==> src/rtl/cv32e40p_voter_pkg.sv <==
// rtl/cv32e40p_voter_pkg.sv - shared types and helpers for the replicated-output voter
package cv32e40p_voter_pkg;

  typedef enum logic [1:0] {H_OK, H_SUSPECT, H_FAILED} health_e;
  typedef enum logic {VM_TMR, VM_DMR} vote_mode_e;

  // Consecutive-flag counter width; covers the full ERR_TH range 1..255.
  localparam int unsigned HCNT_W = 8;

  function automatic logic maj3(input logic a, input logic b, input logic c);
    return (a & b) | (a & c) | (b & c);
  endfunction

endpackage

==> src/rtl/cv32e40p_voter_health_fsm.sv <==
// rtl/cv32e40p_voter_health_fsm.sv - per-replica OK/SUSPECT/FAILED tracker
// FAILED is sticky until clear_i; fail_inh_i parks the replica in SUSPECT at threshold.
module cv32e40p_voter_health_fsm
  import cv32e40p_voter_pkg::*;
#(
  parameter int unsigned ERR_TH = 4
) (
  input  logic              clk_i,
  input  logic              rst_i,
  input  logic              flag_i,
  input  logic              upd_en_i,
  input  logic              clear_i,
  input  logic              fail_inh_i,
  output health_e           state_o,
  output logic [HCNT_W-1:0] cnt_o
);

  localparam logic [HCNT_W-1:0] TH = HCNT_W'(ERR_TH);

  always_ff @(posedge clk_i) begin
    if (rst_i || clear_i) begin
      state_o <= H_OK;
      cnt_o   <= '0;
    end else if (upd_en_i) begin
      case (state_o)
        H_OK: begin
          if (flag_i) begin
            if (ERR_TH == 1 && !fail_inh_i) begin
              state_o <= H_FAILED;
              cnt_o   <= TH;
            end else begin
              state_o <= H_SUSPECT;
              cnt_o   <= HCNT_W'(1);
            end
          end
        end
        H_SUSPECT: begin
          if (!flag_i) begin
            state_o <= H_OK;
            cnt_o   <= '0;
          end else if (({1'b0, cnt_o} + 9'd1) >= {1'b0, TH}) begin
            cnt_o <= TH;
            if (!fail_inh_i) state_o <= H_FAILED;
          end else begin
            cnt_o <= cnt_o + HCNT_W'(1);
          end
        end
        default: ;
      endcase
    end
  end

endmodule

==> src/rtl/cv32e40p_nvoter_ctrl.sv <==
// rtl/cv32e40p_nvoter_ctrl.sv - registered NCH-channel TMR voter degrading to DMR on replica failure
// Optional per-replica saturating flag counters: CV32E40P_NVOTER_ERRCNT_EN.
module cv32e40p_nvoter_ctrl
  import cv32e40p_voter_pkg::*;
#(
  parameter int unsigned WIDTH  = 32,
  parameter int unsigned NCH    = 1,
  parameter int unsigned ERR_TH = 4,
  parameter int unsigned CNT_W  = 8
) (
  input  logic                       clk_i,
  input  logic                       rst_i,
  input  logic                       valid_i,
  input  logic [NCH-1:0][WIDTH-1:0]  in_1_i,
  input  logic [NCH-1:0][WIDTH-1:0]  in_2_i,
  input  logic [NCH-1:0][WIDTH-1:0]  in_3_i,
  input  logic                       clear_i,
  output logic                       valid_o,
  output logic [NCH-1:0][WIDTH-1:0]  voted_o,
  output logic [2:0]                 err_detected_o,
  output logic                       err_corrected_o,
  output logic                       err_uncorrectable_o,
  output logic [2:0]                 repl_failed_o,
  output logic                       dmr_mode_o,
  output logic [2:0][CNT_W-1:0]      err_cnt_o
);

  health_e                  st   [3];
  logic [HCNT_W-1:0]        hcnt [3];
  logic [2:0]               failed;
  logic [2:0]               fail_req;
  vote_mode_e               mode;
  logic [NCH-1:0][WIDTH-1:0] vote_d;
  logic [2:0]               flags_d;
  logic                     unc_d;
  logic                     upd_en;
  logic                     fail_inh;

  assign mode          = (|failed) ? VM_DMR : VM_TMR;
  assign dmr_mode_o    = (mode == VM_DMR);
  assign repl_failed_o = failed;

  always_comb begin
    logic [WIDTH-1:0] a, b, c, m, x, y;
    logic [2:0]       pair;
    vote_d  = '0;
    flags_d = '0;
    unc_d   = 1'b0;
    a = '0; b = '0; c = '0; m = '0; x = '0; y = '0;
    pair = 3'b011;
    for (int ch = 0; ch < NCH; ch++) begin
      a = in_1_i[ch];
      b = in_2_i[ch];
      c = in_3_i[ch];
      if (mode == VM_TMR) begin
        for (int i = 0; i < WIDTH; i++) m[i] = maj3(a[i], b[i], c[i]);
        // No two replicas agree: there is no majority word, so fall back to replica 1.
        if (a != b && a != c && b != c) begin
          vote_d[ch] = a;
          unc_d      = 1'b1;
          flags_d    = flags_d | {c != a, b != a, 1'b0};
        end else begin
          vote_d[ch] = m;
          flags_d    = flags_d | {c != m, b != m, a != m};
        end
      end else begin
        if (failed[0]) begin
          x = b; y = c; pair = 3'b110;
        end else if (failed[1]) begin
          x = a; y = c; pair = 3'b101;
        end else begin
          x = a; y = b; pair = 3'b011;
        end
        vote_d[ch] = x;
        if (x != y) begin
          unc_d   = 1'b1;
          flags_d = flags_d | pair;
        end
      end
    end
  end

  assign upd_en = valid_i & ~unc_d;
  // Only one replica may ever be excluded: block failure in DMR or on a simultaneous pair.
  assign fail_inh = dmr_mode_o | maj3(fail_req[0], fail_req[1], fail_req[2]);

  for (genvar k = 0; k < 3; k++) begin : g_fsm
    cv32e40p_voter_health_fsm #(
      .ERR_TH (ERR_TH)
    ) u_fsm (
      .clk_i      (clk_i),
      .rst_i      (rst_i),
      .flag_i     (flags_d[k]),
      .upd_en_i   (upd_en),
      .clear_i    (clear_i),
      .fail_inh_i (fail_inh),
      .state_o    (st[k]),
      .cnt_o      (hcnt[k])
    );
    assign failed[k]   = (st[k] == H_FAILED);
    assign fail_req[k] = upd_en & flags_d[k] &
                         (((st[k] == H_OK) && (ERR_TH == 1)) ||
                          ((st[k] == H_SUSPECT) &&
                           (({1'b0, hcnt[k]} + 9'd1) >= 9'(ERR_TH))));
  end

  always_ff @(posedge clk_i) begin
    if (rst_i) begin
      valid_o             <= 1'b0;
      voted_o             <= '0;
      err_detected_o      <= '0;
      err_corrected_o     <= 1'b0;
      err_uncorrectable_o <= 1'b0;
    end else begin
      valid_o             <= valid_i;
      if (valid_i) voted_o <= vote_d;
      err_detected_o      <= valid_i ? flags_d : 3'b000;
      err_corrected_o     <= valid_i & (|flags_d) & ~unc_d;
      err_uncorrectable_o <= valid_i & unc_d;
    end
  end

`ifdef CV32E40P_NVOTER_ERRCNT_EN
  logic [2:0][CNT_W-1:0] err_cnt_q;

  always_ff @(posedge clk_i) begin
    if (rst_i) begin
      err_cnt_q <= '0;
    end else if (valid_i) begin
      for (int k = 0; k < 3; k++) begin
        if (flags_d[k] && err_cnt_q[k] != {CNT_W{1'b1}})
          err_cnt_q[k] <= err_cnt_q[k] + CNT_W'(1);
      end
    end
  end

  assign err_cnt_o = err_cnt_q;
`else
  assign err_cnt_o = '0;
`endif

endmodule

==> config.mk <==
export PLATFORM = sky130hd
export DESIGN_NAME = cv32e40p_nvoter_ctrl
export DESIGN_NICKNAME = d
export VERILOG_FILES = /design/src/rtl/cv32e40p_voter_pkg.sv /design/src/rtl/cv32e40p_voter_health_fsm.sv /design/src/rtl/cv32e40p_nvoter_ctrl.sv
export SDC_FILE = /design/constraint.sdc
export NUM_CORES = 1
export LEC_CHECK = 0
export BUFFER_PORTS_ARGS = -buffer_cell sky130_fd_sc_hd__buf_2
export CAP_MARGIN = 10
export CORE_MARGIN = 2
export CORE_UTILIZATION = 58
export DETAILED_ROUTE_END_ITERATION = 10
export PLACE_DENSITY_LB_ADDON = 0.3
export SYNTH_ARGS = -nofsm -noshare
export SYNTH_HDL_FRONTEND = slang
export SYNTH_SLANG_ARGS = --single-unit
export TNS_END_PERCENT = 30
==> constraint.sdc <==
create_clock -name clk_i -period 5 [get_ports clk_i]
set_input_delay 0.25 -clock clk_i [delete_from_list [all_inputs] [get_ports clk_i]]
set_output_delay 0.25 -clock clk_i [all_outputs]
set_load 0.03 [all_outputs]
==> run metrics <==
status finished, final reports clean; fin crit share 0.9489; # diodes 0; number of flops mapped to enable cells by yosys 0; leakage 0.004365 uW; grt ovf 0; first-pass GRT wire length roughly 55000 um; H-tree Lvls 3; Final Skew 0.01235 ns; Syn Std Cell Area between 0.009 and 0.01 mm^2; simple-gate area share of the yosys netlist 0.3208; Max-Cap Viols 0; Worst setup SP type flip-flop; Clock Sinks 68; fmax between 200 and 250 MHz; sequential-to-total area share from yosys stat 0.1468; HPWL after DPL 27010 um; cts bufs inserted 9; Slew Limit Fails 0; final number of setup-violating endpoints 0; cell count after synthesis 1261; Clock Tree Root clkbuf_16; Cell Count, Final, Fillers Out 1576; Avg Inst Size Synth 7.351 um^2; antenna-violating nets left 0; post-synthesis xor/xnor area fraction 0.06047; Yosys reg bits 68; port bufs 141; pwr/cell area 179.3 mW/mm^2; post-DR wirelength/cell 23.02 um; Total GRT Usage 0.4204; # resized after CTS 0; worst vdd ir 0.0001475 V; effective utilization at floorplan 0.5878; top cells by count, synth ha_1, a21oi_1, clkbuf_1; Final #Nets ~1600; largest family of logic cells by synthesized area simple AND/OR/NAND/NOR gates; DRC viols 0; Initial DRT Pass Iterations 6; Synth async-reset ratio 0; Rel. slew slack 0.1596; post-synthesis mux area share 0.007828; CP required 5.28 ns; setup TNS 0 ns; Post-CTS Hold Fix Bufs 0; Die ar. 0.01701 mm^2; Synth area leaders dfxtp_1, ha_1, xnor2_1; Clock Latency Late Sink between 0.3 and 0.4 ns; CTS tree built; hold crit path type input port to flip-flop; WS Path Type flip-flop to flip-flop; number of cells after detailed placement 1560; Yosys top cell area share 0.1468; CP Capture Type flip-flop; Die W 130.4 um; final hold viol count 0; largest net degree at the start of global routing 52; via count 11060; Post-synth top flop dfxtp_1; Clock transition at path regs 0.06 ns; Register-to-Register Path Depth 11; Hold Path Depth 3; Cell variety after synth 73; post-synthesis compound-gate area fraction 0.2469; DR vias/cell approximately 7; WL final about 36000 um; post-CTS setup buffers 0; RSZ-0062 raised after global routing no; Yosys top cell by area dfxtp_1; core area 0.01577 mm^2; first-iteration detailed-routing DRC count 1794; initial antenna violation count 0; worst-case clock buffer depth 2; num rows 46; Worst Path Arrival 5.02 ns; routability cong. 1.055; share of cells above drive strength 1 0.1647; Die Span Y 130.4 um; IO Pins 166; Ys Warns 0; Syn-to-layout area delta 12.36%; number of global-route vias before repair 9689; Synth Area in Adders 0.1377; shortest period the worst path allows 4.745 ns; worst-path fanout max 12; Worst-Margin Slew 1.256 ns; most common cell in the netlist ha_1
==> where the power goes <==
part | switching, uW | total, uW | internal, uW
sequential | 7.35 | 565 | 558
combinational | 422 | 658 | 236
clock | 261 | 645 | 384
total | 690 | 1870 | 1180
==> stage by stage <==
step	utilization	hold WS (ns)	power [uW]	setup WS, ns	area (um^2)
after floorplan	-	0.4149	972.9	1.253	9356
after global placement	0.6424	0.4279	1202	0.5026	10130
after detailed placement	0.6424	0.4375	1206	0.4223	10130
after CTS	0.6605	0.3305	1844	0.4774	10420
after global routing	0.6605	0.3527	1929	0.1379	10420
final	0.6605	0.3317	1868	0.2555	10420
==> path summary, 6_finish.rpt <==
check                                                            start                                endpoint  slack [ns]
worst max register to register  g_fsm[1].u_fsm.state_o[0]$_SDFFE_PP0P_    g_fsm[0].u_fsm.cnt_o[1]$_SDFFE_PP0P_        0.26
worst min register to register    g_fsm[2].u_fsm.cnt_o[3]$_SDFFE_PP0P_    g_fsm[2].u_fsm.cnt_o[3]$_SDFFE_PP0P_        0.44
worst min-delay path                                           clear_i  g_fsm[2].u_fsm.state_o[1]$_SDFFE_PP0P_        0.33
worst max-delay path            g_fsm[1].u_fsm.state_o[0]$_SDFFE_PP0P_    g_fsm[0].u_fsm.cnt_o[1]$_SDFFE_PP0P_        0.26
==> cell type report <==
class | count | area, um^2
fillers | 1434 | 5354
clock buffers | 11 | 232.7
well taps | 216 | 270.3
multi-input cells | 1049 | 7296
inverters | 46 | 172.7
clock inverters | 5 | 52.55
flip-flops and latches | 68 | 1361
repair buffers | 181 | 1031
==> kinds of logic (layout without fill, tap and decap cells) <==
family          count (synthesis)  in the layout
fa+ha+maj                     102            102
mux                             7              7
other cells                     1             24
compound gates                337            337
simple gates                  515            515
flops                          68             68
buf+inv                       167            243
xor+xnor                       64             64
==> metal layers <==
layer  part of all wire  track usage
met5                  0            0
met4              0.051       0.2009
met3               0.13       0.1038
met2               0.42       0.6156
met1               0.40       0.5798
==> worst max-delay path, stage by stage (launching register included) <==
cell and delay [ns]:
dfxtp_1 0.43, nand2b_1 0.26, inv_2 0.06, nor2_1 0.95
a22oi_1 0.26, or4_1 0.65, nor4_1 0.54, a41o_1 0.42
and3b_1 0.30, o21ai_1 0.12, or4_1 0.53, a21oi_1 0.15
==> flip-flops by register name (all words and copies together) (netlist names) <==
register,count
g_fsm.u_fsm.cnt_o,24
g_fsm.u_fsm.state_o,6
err_corrected_o,1
err_detected_o,3
err_uncorrectable_o,1
valid_o,1
voted_o,32
==> cell usage in the layout, fill, tap and decap left out, types with 45 or more instances in the layout <==
cell type,count
buf_2,141
ha_1,102
a21oi_1,85
dfxtp_1,68
nor3_1,61
nor2_1,55
nor4_1,53
nand2_1,52
xnor2_1,52
nand3_1,49
inv_1,45
(Power assumes the default switching activity.)
